<file path="config.mk">
export PLATFORM = sky130hd
export DESIGN_NAME = regfile_access_ctrl
export DESIGN_NICKNAME = d
export VERILOG_FILES = /design/src/rtl/regfile_pkg.sv /design/src/rtl/rr_arbiter2.sv /design/src/rtl/regfile_access_ctrl.sv
export SDC_FILE = /design/constraint.sdc
export NUM_CORES = 1
export LEC_CHECK = 0
export ABC_AREA = 0
export ABC_CLOCK_PERIOD_IN_PS = 2100
export BUFFER_PORTS_ARGS = -buffer_cell sky130_fd_sc_hd__buf_2
export CAP_MARGIN = 20
export CORE_AREA = 3 3 139 141
export DETAILED_ROUTE_END_ITERATION = 6
export DIE_AREA = 0 0 142 144
export PLACE_DENSITY_LB_ADDON = 0.05
export SLEW_MARGIN = 20
export SYNTH_ARGS = -nofsm -noshare
export SYNTH_HDL_FRONTEND = slang
export SYNTH_SLANG_ARGS = --single-unit
</file>
<file path="constraint.sdc">
create_clock -name clk -period 2.1 [get_ports clk]
set_input_delay 0.315 -clock clk [delete_from_list [all_inputs] [get_ports clk]]
set_output_delay 0.315 -clock clk [all_outputs]
set_load 0.05 [all_outputs]
</file>
<file path="src/rtl/regfile_pkg.sv">
// Shared register-file constants: default widths, the zero register and
// the round-robin priority encoding used by the write arbiter.
package regfile_pkg;

    localparam int unsigned RF_DATA_W      = 32;
    localparam int unsigned RF_REG_ADDR_W  = 5;
    localparam int unsigned RF_PORT_ADDR_W = 32;
    localparam int unsigned RF_CNT_W       = 16;

    localparam logic [RF_REG_ADDR_W-1:0] REG_ZERO = '0;

    localparam logic SRC_A = 1'b0;
    localparam logic SRC_B = 1'b1;

endpackage

</file>
<file path="src/rtl/rr_arbiter2.sv">
// Two-requester round-robin arbiter; req[0]/gnt[0] is source A, index 1 is source B.
module rr_arbiter2
    import regfile_pkg::*;
(
    input  logic       clk,
    input  logic       reset,
    input  logic [1:0] req,
    output logic [1:0] gnt
);

    logic rr_pri;

    always_comb begin
        gnt = 2'b00;
        unique case (req)
            2'b01:   gnt = 2'b01;
            2'b10:   gnt = 2'b10;
            2'b11:   gnt = (rr_pri == SRC_A) ? 2'b01 : 2'b10;
            default: gnt = 2'b00;
        endcase
    end

    // Priority passes to whichever source did not just win.
    always_ff @(posedge clk) begin
        if (reset) begin
            rr_pri <= SRC_A;
        end else if (gnt[0]) begin
            rr_pri <= SRC_B;
        end else if (gnt[1]) begin
            rr_pri <= SRC_A;
        end
    end

endmodule

</file>
<file path="src/rtl/regfile_access_ctrl.sv">
// Register-file front end: arbitrates two writeback sources onto the write port
// and returns read operands one cycle later with same-cycle write bypass.
module regfile_access_ctrl
    import regfile_pkg::*;
#(
    parameter int unsigned DATA_W    = RF_DATA_W,
    parameter int unsigned ADDR_W    = RF_REG_ADDR_W,
    parameter int unsigned RF_ADDR_W = RF_PORT_ADDR_W,
    parameter int unsigned CNT_W     = RF_CNT_W
) (
    input  logic                 clk,
    input  logic                 reset,
    input  logic                 wa_valid,
    input  logic [ADDR_W-1:0]    wa_addr,
    input  logic [DATA_W-1:0]    wa_data,
    output logic                 wa_ready,
    input  logic                 wb_valid,
    input  logic [ADDR_W-1:0]    wb_addr,
    input  logic [DATA_W-1:0]    wb_data,
    output logic                 wb_ready,
    input  logic                 rd_req,
    input  logic [ADDR_W-1:0]    rd_addr_a,
    input  logic [ADDR_W-1:0]    rd_addr_b,
    output logic                 rd_valid,
    output logic [DATA_W-1:0]    rd_data_a,
    output logic [DATA_W-1:0]    rd_data_b,
    output logic                 rf_wren,
    output logic [RF_ADDR_W-1:0] rf_aw,
    output logic [DATA_W-1:0]    rf_dw,
    output logic [RF_ADDR_W-1:0] rf_aa,
    output logic [RF_ADDR_W-1:0] rf_ab,
    input  logic [DATA_W-1:0]    rf_da,
    input  logic [DATA_W-1:0]    rf_db,
    output logic [CNT_W-1:0]     conflict_cnt
);

    logic [1:0]        req;
    logic [1:0]        gnt;
    logic [ADDR_W-1:0] wr_addr;
    logic [DATA_W-1:0] wr_data;
    logic              wr_en;
    logic              hit_a;
    logic              hit_b;
    logic              zero_a;
    logic              zero_b;
    logic [DATA_W-1:0] byp_data;
    logic [DATA_W-1:0] hold_a;
    logic [DATA_W-1:0] hold_b;
    logic [DATA_W-1:0] mux_a;
    logic [DATA_W-1:0] mux_b;

    assign req = reset ? 2'b00 : {wb_valid, wa_valid};

    rr_arbiter2 u_arb (
        .clk   (clk),
        .reset (reset),
        .req   (req),
        .gnt   (gnt)
    );

    assign wa_ready = gnt[0];
    assign wb_ready = gnt[1];

    // Granted write goes straight to the port; R0 writes are accepted but never issued.
    always_comb begin
        wr_addr = wa_addr;
        wr_data = wa_data;
        if (gnt[1]) begin
            wr_addr = wb_addr;
            wr_data = wb_data;
        end
        wr_en = (|gnt) && (wr_addr != ADDR_W'(REG_ZERO));
    end

    assign rf_wren = wr_en;
    assign rf_aw   = RF_ADDR_W'(wr_addr);
    assign rf_dw   = wr_data;
    assign rf_aa   = RF_ADDR_W'(rd_addr_a);
    assign rf_ab   = RF_ADDR_W'(rd_addr_b);

    // Read pipeline: record zero/bypass decisions now, merge with file data next cycle.
    always_ff @(posedge clk) begin
        if (reset) begin
            rd_valid <= 1'b0;
            hit_a    <= 1'b0;
            hit_b    <= 1'b0;
            zero_a   <= 1'b0;
            zero_b   <= 1'b0;
            byp_data <= '0;
            hold_a   <= '0;
            hold_b   <= '0;
        end else begin
            rd_valid <= rd_req;
            hit_a    <= rd_req && wr_en && (wr_addr == rd_addr_a);
            hit_b    <= rd_req && wr_en && (wr_addr == rd_addr_b);
            zero_a   <= (rd_addr_a == ADDR_W'(REG_ZERO));
            zero_b   <= (rd_addr_b == ADDR_W'(REG_ZERO));
            byp_data <= wr_data;
            if (rd_valid) begin
                hold_a <= mux_a;
                hold_b <= mux_b;
            end
        end
    end

    always_comb begin
        mux_a = zero_a ? '0 : (hit_a ? byp_data : rf_da);
        mux_b = zero_b ? '0 : (hit_b ? byp_data : rf_db);
    end

    // Outside a valid cycle the last delivered operands are held.
    assign rd_data_a = rd_valid ? mux_a : hold_a;
    assign rd_data_b = rd_valid ? mux_b : hold_b;

    always_ff @(posedge clk) begin
        if (reset) begin
            conflict_cnt <= '0;
        end else if (wa_valid && wb_valid && (conflict_cnt != '1)) begin
            conflict_cnt <= conflict_cnt + CNT_W'(1);
        end
    end

endmodule

</file>
# Word-level counts from Yosys, hierarchy flattened
# Index checks and enable logic that the tools add are counted.
[word_totals]
regBits = 118
latch_bits = 0
output_inout_bits = 212
rom_bits = 0
ram_bits = 0
mem_count = 0
word_cells = 41
[classes]
shifts = 0
order_cmp = 0
n_reduce_logical = 11
multipliers = 0
bitwise = 0
mux = 13
add_sub_neg = 1
div = 0
n_eq_ne = 6
[ops]
columns = ["op", "count"]
rows = [
  ["$mux W32", 7],
  ["$add A16 B1 Y16 const B", 1],
  ["$ne A16 B16 Y1 const B", 1],
  ["$eq A5 B5 Y1", 2],
  ["$logic_not A5 Y1", 2],
  ["$logic_and A1 B1 Y1", 6],
  ["$pmux W2 S3", 1],
  ["$mux W5", 1],
  ["$reduce_bool A5 Y1", 1],
  ["$eq A2 B2 Y1 const B", 2],
  ["$mux W2", 2],
  ["$eq A2 B1 Y1 const B", 1],
  ["$mux W1", 2],
  ["$reduce_bool A2 Y1", 1],
  ["$reduce_or A2 Y1", 1],
]

# Logic depth before layout (Yosys ltp)
# Gate-level depths: netlist of run 1.
[depth]
ltp_word = 8
depth_mapped = 6
depth_no_buf = 5

# By module
# From an unflattened synthesis of run 1, not the netlist that was laid out.
[hier_totals]
cells_unflattened = 693
hier_area_um2 = 6282.3
[by_module_without_submodules]
columns = ["module", "cells_each", "n_inst", "area_each_um2"]
rows = [
  ["regfile_access_ctrl", 687, 1, 6223.5],
  ["rr_arbiter2", 6, 1, 58.8],
]

# Least setup slack after synthesis of run 1
# No wires, ideal clock.
[synth_timing]
path_type = "input-to-output"
from = "in reset"
to = "out rf_wren"
path_buffers = 0
t_arrival_ps = 2170
setup_slack_ps = -385
t_required_ps = 1785
cell_stages = 3
cell_sequence = "and2b_1 > a211oi_1 > nor4_1"
[synth_via]
elab_chain_len = 6
word_cells_on_any_way = 9
classes_between = "eq/ne (3); mux (3); reduce/logical (3)"
[synth_lines]
columns = ["element", "line_no", "source"]
rows = [
  ["from (decl)", "regfile_access_ctrl.sv:12", "input logic reset,"],
  ["$mux W2 *", "regfile_access_ctrl.sv:52", "assign req = reset ? 2'b00 : {wb_valid, wa_valid};"],
  ["$eq A2 B2 Y1 / $eq A2 B1 Y1 (equally long branches)", "rr_arbiter2.sv:15", "unique case (req)"],
  ["$pmux W2 S3 *", "rr_arbiter2.sv:15", ""],
  ["$mux W5", "regfile_access_ctrl.sv:68", "if (gnt[1]) begin"],
  ["$reduce_bool A5 Y1", "regfile_access_ctrl.sv:72", "wr_en = (|gnt) && (wr_addr != ADDR_W'(REG_ZERO));"],
  ["$logic_and A1 B1 Y1 *", "regfile_access_ctrl.sv:72", ""],
  ["to (decl)", "regfile_access_ctrl.sv:27", "output logic rf_wren,"],
]
# Every way passes the cells marked *; elsewhere a longest branch is shown, timed or not.

# Final worst setup path of run 1
[layout_timing]
from = "reg u_arb.rr_pri"
to = "out rf_dw[10]"
[layout_via]
elab_chain_len = 3
[layout_lines]
columns = ["element", "line_no", "source"]
rows = [
  ["from (decl)", "rr_arbiter2.sv:11", "logic rr_pri;"],
  ["from (signal assigned)", "rr_arbiter2.sv:26", "rr_pri <= SRC_A;"],
  ["from (signal assigned)", "rr_arbiter2.sv:28", "rr_pri <= SRC_B;"],
  ["from (signal assigned)", "rr_arbiter2.sv:30", "rr_pri <= SRC_A;"],
  ["$mux W2", "rr_arbiter2.sv:18", "2'b11: gnt = (rr_pri == SRC_A) ? 2'b01 : 2'b10;"],
  ["$pmux W2 S3", "rr_arbiter2.sv:15", ""],
  ["$mux W32", "regfile_access_ctrl.sv:68", ""],
  ["to (decl)", "regfile_access_ctrl.sv:29", "output logic [DATA_W-1:0] rf_dw,"],
]
# No other way between the ends.

==> results_dict.tcl, run 1 <==
set metrics [dict create \
    outcome "completed" \
    ant_nets 0 \
    grt_pass1_wl_mm 29.8 \
    cts_buffers 17 \
    final_common_cell "buf_2" \
    area_growth_pct 38.9 \
    cts_tree "built" \
    firstDrtPassIters 4 \
    layout_common_cells "buf_2, dfxtp_1, and2_1, conb_1, inv_1" \
    cp_data_required_time_ns 1.78 \
    drv_cap 0 \
    total_power_mw 7.30 \
    dieArea_um2 20400 \
    setup_viol 0 \
    slowest_delay_ns 0.36 \
    relSlewSlack_pct 60.7 \
    clock-sinks 118 \
    yosys_most_used_dff "dfxtp_1" \
    coreArea_um2 18100 \
    synthCells 714 \
    clk_path_buf_depth 2 \
    ys_ff_latch 118 \
    place_congestion 0.806 \
    ys_async_sr_fraction_pct 0 \
    seq_area_frac_synth_pct 36.9 \
    fin_crit_ns 2.06 \
    die_y_um 144 \
    crit_type "register to output pin" \
    finalCritPeriodShare_pct 98.0 \
    synth_edf_count 0 \
    io_pins 365 \
    clk_latency_ns 0.41 \
    setup_tns_ns 0 \
    setup.worst_path.start_class "register" \
    die_w_um 142 \
    p_leak_nw 4.05 \
    drcViolationCount 0 \
    cp-end-kind "output pin" \
    finish.utilization_pct 49.2 \
    globalRoute.totalOverflow 0 \
    antenna_found_initial 0 \
    power.density_nw_per_um2 820 \
    synth_area_um2 6410 \
    hold_path_class "primary input to register" \
    critPathArrivalTime_ns 1.74 \
    clkTransAtPathRegs_ns 0.06 \
    grt_pass1_vias 5314 \
    wl_per_cell_um 16.4 \
    antenna_cells 0 \
    row_count 49 \
    ys_types 42 \
    slowest_stage "mux2_2" \
    htreeDepth 4 \
    crit_chain "nand2b_4, nand2_8, clkbuf_16, mux2_2, buf_6" \
    crit_fanout 5 \
    dp_hpwl_mm 14.6 \
    setup_ws_ns 0.0429 \
    skew_ns 0.00824 \
    rsz0062_at_grt "true" \
    layout-drive-gt1-share_pct 38.1 \
    fmax_ghz 0.486 \
    drtIter0Drc 210 \
    hold_slack_ns 0.166 \
    grt_max_degree 50 \
    root_buffer "clkbuf_16" \
    portBuffers 283 \
    initial_utilization_pct 35.4 \
    ir_worst_vdd_uv 574 \
    post-place-ws_ns 0.158 \
    hold_violations 0 \
    grt_use_total_pct 18.6 \
    tightest_slew_ns 0.585 \
    drv_slew 0 \
    syn_avg_cell_area_um2 8.98 \
    layout.nets 1145 \
    vias_per_cell 4.62 \
    totalWireLength_mm 20.3 \
    num_vias 5698 \
    yosys_warnings 0 \
]
-- synthesized netlist by cell type, types with 2 or more instances --
library cell  instances  area share [%]
or3_1                 9            0.88
nand2b_1              4            0.39
and2_1               98             9.6
nand4b_1              4            0.55
nor4_1                6            0.59
nand2_1               8            0.47
and4_1                3            0.41
mux2i_1              66              10
o21ai_1               8            0.62
o311ai_1              2            0.27
o21ai_0               3            0.23
nand4_1               7            0.68
buf_4                91              11
dfxtp_1             118              37
nor3_1                8            0.62
nand3_1               6            0.47
clkbuf_1             28             1.6
nor2b_1               6            0.59
o22ai_1              66             6.4
buf_2                12            0.94
nor2_1                4            0.23
and3_1                3            0.29
mux2_1               37             6.5
xor2_1               16             2.2
a21oi_1              11            0.86
o41ai_1               2            0.27
or4_1                 6            0.70
inv_1                67             3.9
a211oi_1              2            0.23
-- flip-flops by register name (all words and copies together) (netlist names) --
signal / flops
hold_a: 32
byp_data: 32
rd_valid: 1
hold_b: 32
hit_b: 1
zero_a: 1
hit_a: 1
u_arb.rr_pri: 1
conflict_cnt: 16
zero_b: 1
-- worst max-delay path: cells and delay by family (launching register included) --
kind	cells	cell delay (ns)
buffers and inverters	2	0.33
DFF	1	0.32
muxes	1	0.36
and+or+nand+nor	2	0.32
-- per-stage QoR --
| stage | instance area (µm²) | std cells |
|---|---|---|
| global placement | 7820 | 1193 |
| global route | 8900 | 1233 |
| finish | 8900 | 1233 |
| detailed placement | 7820 | 1193 |
| CTS | 8690 | 1230 |
| floorplan | 6720 | 794 |
-- path summary, 6_finish.rpt --
path | start | to | slack, ns | depth (start not counted)
worst max-delay path | u_arb.rr_pri | rf_dw[10] | 0.04 | 5
worst min-delay path | rd_addr_b[0] | zero_b | 0.17 | 2
worst min register to register | conflict_cnt[15] | conflict_cnt[15] | 0.50 | 2
worst max register to register | conflict_cnt[5] | conflict_cnt[10] | 0.37 | 4
-- kinds of logic (layout without fill, tap and decap cells) --
logic type | count (synthesis) | in the layout | share of synthesized area, %
XOR/XNOR | 16 | 16 | 2.19
adder cells (fa/ha/maj) | 1 | 1 | 0.195
AO/OA/AOI/OAI | 98 | 98 | 9.39
AND/OR/NAND/NOR | 177 | 177 | 17.2
other | 1 | 81 | 0.0585
multiplexers | 103 | 103 | 16.8
buffers and inverters | 200 | 410 | 17.3
flip-flops | 118 | 118 | 36.9
-- report_power, final --
group | internal [mW] | total, mW | switching [mW] | leakage, nW
combinational | 0.550 | 1.87 | 1.32 | 2.78
clock | 2.02 | 3.04 | 1.02 | 0.303
sequential | 2.34 | 2.39 | 0.0411 | 0.970
total | 4.92 | 7.30 | 2.38 | 4.05
-- timing repair --
item,CTS,global route
gates resized for setup,55,89
hold buffers,0,0
endpoints found under the setup margin,80,48
setup buffers,3,2
gates cloned,2,1
pin swaps,1,0
-- final cells by class --
type / count / area, µm²
Clock buffer: 25 / 505
Clock inverter: 7 / 116
Fill cell: 1822 / 9190
Inverter: 68 / 255
Multi-Input combinational cell: 476 / 3310
Sequential cell: 118 / 2370
Tap cell: 229 / 287
Timing Repair Buffer: 310 / 2050
-- layer usage --
metal,GRT usage (%),routed length [µm],vias up
met5,0,0,-
met4,3.99,137,0
met3,5.19,1180,9
met2,31.2,9930,196
met1,23.9,9030,2676
li1,-,-,2817
Note: power is estimated with default switching activity, not from simulation.
==> run 2, diff against run 1 <==
--- a/config.mk
+++ b/config.mk
@@ -9,9 +9,11 @@
 export ABC_CLOCK_PERIOD_IN_PS = 2100
 export BUFFER_PORTS_ARGS = -buffer_cell sky130_fd_sc_hd__buf_2
 export CAP_MARGIN = 20
-export CORE_AREA = 3 3 139 141
+export CELL_PAD_IN_SITES_DETAIL_PLACEMENT = 1
+export CELL_PAD_IN_SITES_GLOBAL_PLACEMENT = 1
+export CORE_MARGIN = 3
+export CORE_UTILIZATION = 31
 export DETAILED_ROUTE_END_ITERATION = 6
-export DIE_AREA = 0 0 142 144
 export PLACE_DENSITY_LB_ADDON = 0.05
 export SLEW_MARGIN = 20
 export SYNTH_ARGS = -nofsm -noshare
==> results_dict.tcl, run 2 (synthesized netlist as in run 1, its figures left out) <==
set metrics [dict create \
    clk_path_buf_depth 2 \
    crit_type "register to output pin" \
    grt_use_total_pct 18.9 \
    wl_per_cell_um 17.7 \
    grt_pass1_vias 5784 \
    setup_viol 1 \
    seqCellArea_um2 2370 \
    cts_tree "built" \
    cp-end-kind "output pin" \
    num_vias 5849 \
    drtIter0Drc 214 \
    portBuffers 283 \
    drcViolationCount 0 \
    die_y_um 150 \
    setup.worst_path.start_class "register" \
    use_met2_pct 32.1 \
    post-place-ws_ns 0.146 \
    die_w_um 150 \
    cts_buffers 17 \
    post_dp_cell_area_um2 7860 \
    tightest_slew_ns 0.558 \
    cp_data_required_time_ns 1.78 \
    fmax_ghz 0.474 \
    power.density_nw_per_um2 817 \
    grt_pass1_wl_mm 33.0 \
    firstDrtPassIters 4 \
    rsz0062_at_grt "true" \
    largestRegisters "byp_data (32), hold_a (32), hold_b (32)" \
    final_common_cell "buf_2" \
    area_growth_pct 42.2 \
    layout_common_cells "buf_2, dfxtp_1, and2_1, conb_1, inv_1" \
    globalRoute.totalOverflow 0 \
    crit_fanout 8 \
    clk_latency_ns 0.42 \
    initial_utilization_pct 32.2 \
    layout-drive-gt1-share_pct 38.4 \
    p_leak_nw 4.20 \
    fill_cells 2387 \
    grt_max_degree 65 \
    drv_slew 0 \
    vias_per_cell 4.61 \
    antenna_found_initial 1 \
    outcome "complete, but fails checks" \
    drv_cap 0 \
    dp_hpwl_mm 16.1 \
    hold_path_class "primary input to register" \
    fin_crit_ns 2.11 \
    skew_ns 0.00878 \
    coreArea_um2 19900 \
    grt_busiest_layer "met2" \
    critPathArrivalTime_ns 1.79 \
    relSlewSlack_pct 62.5 \
    dp.cells 1228 \
    root_buffer "clkbuf_16" \
    multi_input_area_um2 3390 \
    use_met3_pct 5.15 \
    final_area_um2 9120 \
    final_cells 1268 \
    clock-sinks 118 \
    row_count 51 \
    setup_ws_ns -0.00960 \
    htreeDepth 4 \
    hold_violations 0 \
    ir_worst_vdd_uv 544 \
    use_met1_pct 23.5 \
    violations "negative setup slack" \
    clkTransAtPathRegs_ns 0.06 \
    antenna_cells 0 \
    dieArea_um2 22400 \
    finalCritPeriodShare_pct 100 \
    layout.nets 1144 \
    io_pins 365 \
    ant_nets 0 \
    totalWireLength_mm 22.4 \
    place_congestion 0.769 \
]
[run 2: critical path: stages (launching register included)]
cell and delay (ns):
dfxtp_2 0.32, nand2b_4 0.16, nand2_8 0.09, buf_12 0.13
clkbuf_16 0.16, mux2_2 0.36, buf_6 0.16
[run 2: worst paths after layout]
path	start	end	slack [ns]	cells past startpoint
worst min register to register	conflict_cnt[1]	conflict_cnt[1]	0.52	2
worst max-delay path	u_arb.rr_pri	rf_dw[25]	-0.01	6
worst max register to register	conflict_cnt[5]	conflict_cnt[10]	0.36	4
worst min-delay path	rd_addr_a[4]	zero_a	0.13	2
[run 2: layer usage]
| metal | vias up | share of wire, % |
|---|---|---|
| met5 | - | 0.058 |
| met1 | 2807 | 42 |
| met3 | 21 | 6.6 |
| li1 | 2824 | - |
| met2 | 195 | 50 |
| met4 | 2 | 1.3 |
[run 2: area by class of cell]
class	count	share of cell area, %
Multi-Input combinational cell	476	37.2
Tap cell	265	3.64
Sequential cell	118	26.0
Inverter	68	2.80
Clock inverter	12	1.92
Clock buffer	20	5.01
Timing Repair Buffer	309	23.5
[run 2: repair_timing]
action	in CTS	in global routing
resized for setup	119	53
hold buffers	0	0
endpoints found under the setup margin	47	59
gates cloned	3	1
setup buffers	4	0
pin swaps	1	0
[run 2: through the flow]
| stage | power [mW] | utilization, % | setup TNS (ns) | hold WS (ns) |
|---|---|---|---|---|
| 2_1_floorplan | 3.83 | - | -11.29 | 0.391 |
| 3_3_place_gp | 4.17 | 39.5 | 0 | 0.501 |
| 3_5_place_dp | 4.18 | 39.5 | 0 | 0.503 |
| 4_1_cts | 7.49 | 45.0 | -0.293 | 0.116 |
| 5_1_grt | 7.76 | 45.8 | -0.368 | 0.124 |
| 6_report | 7.45 | 45.8 | -0.00960 | 0.133 |
[run 2: where the power goes]
part | switching, mW | internal, mW
Clock | 1.07 | 2.05
Sequential | 0.0404 | 2.34
Combinational | 1.35 | 0.597
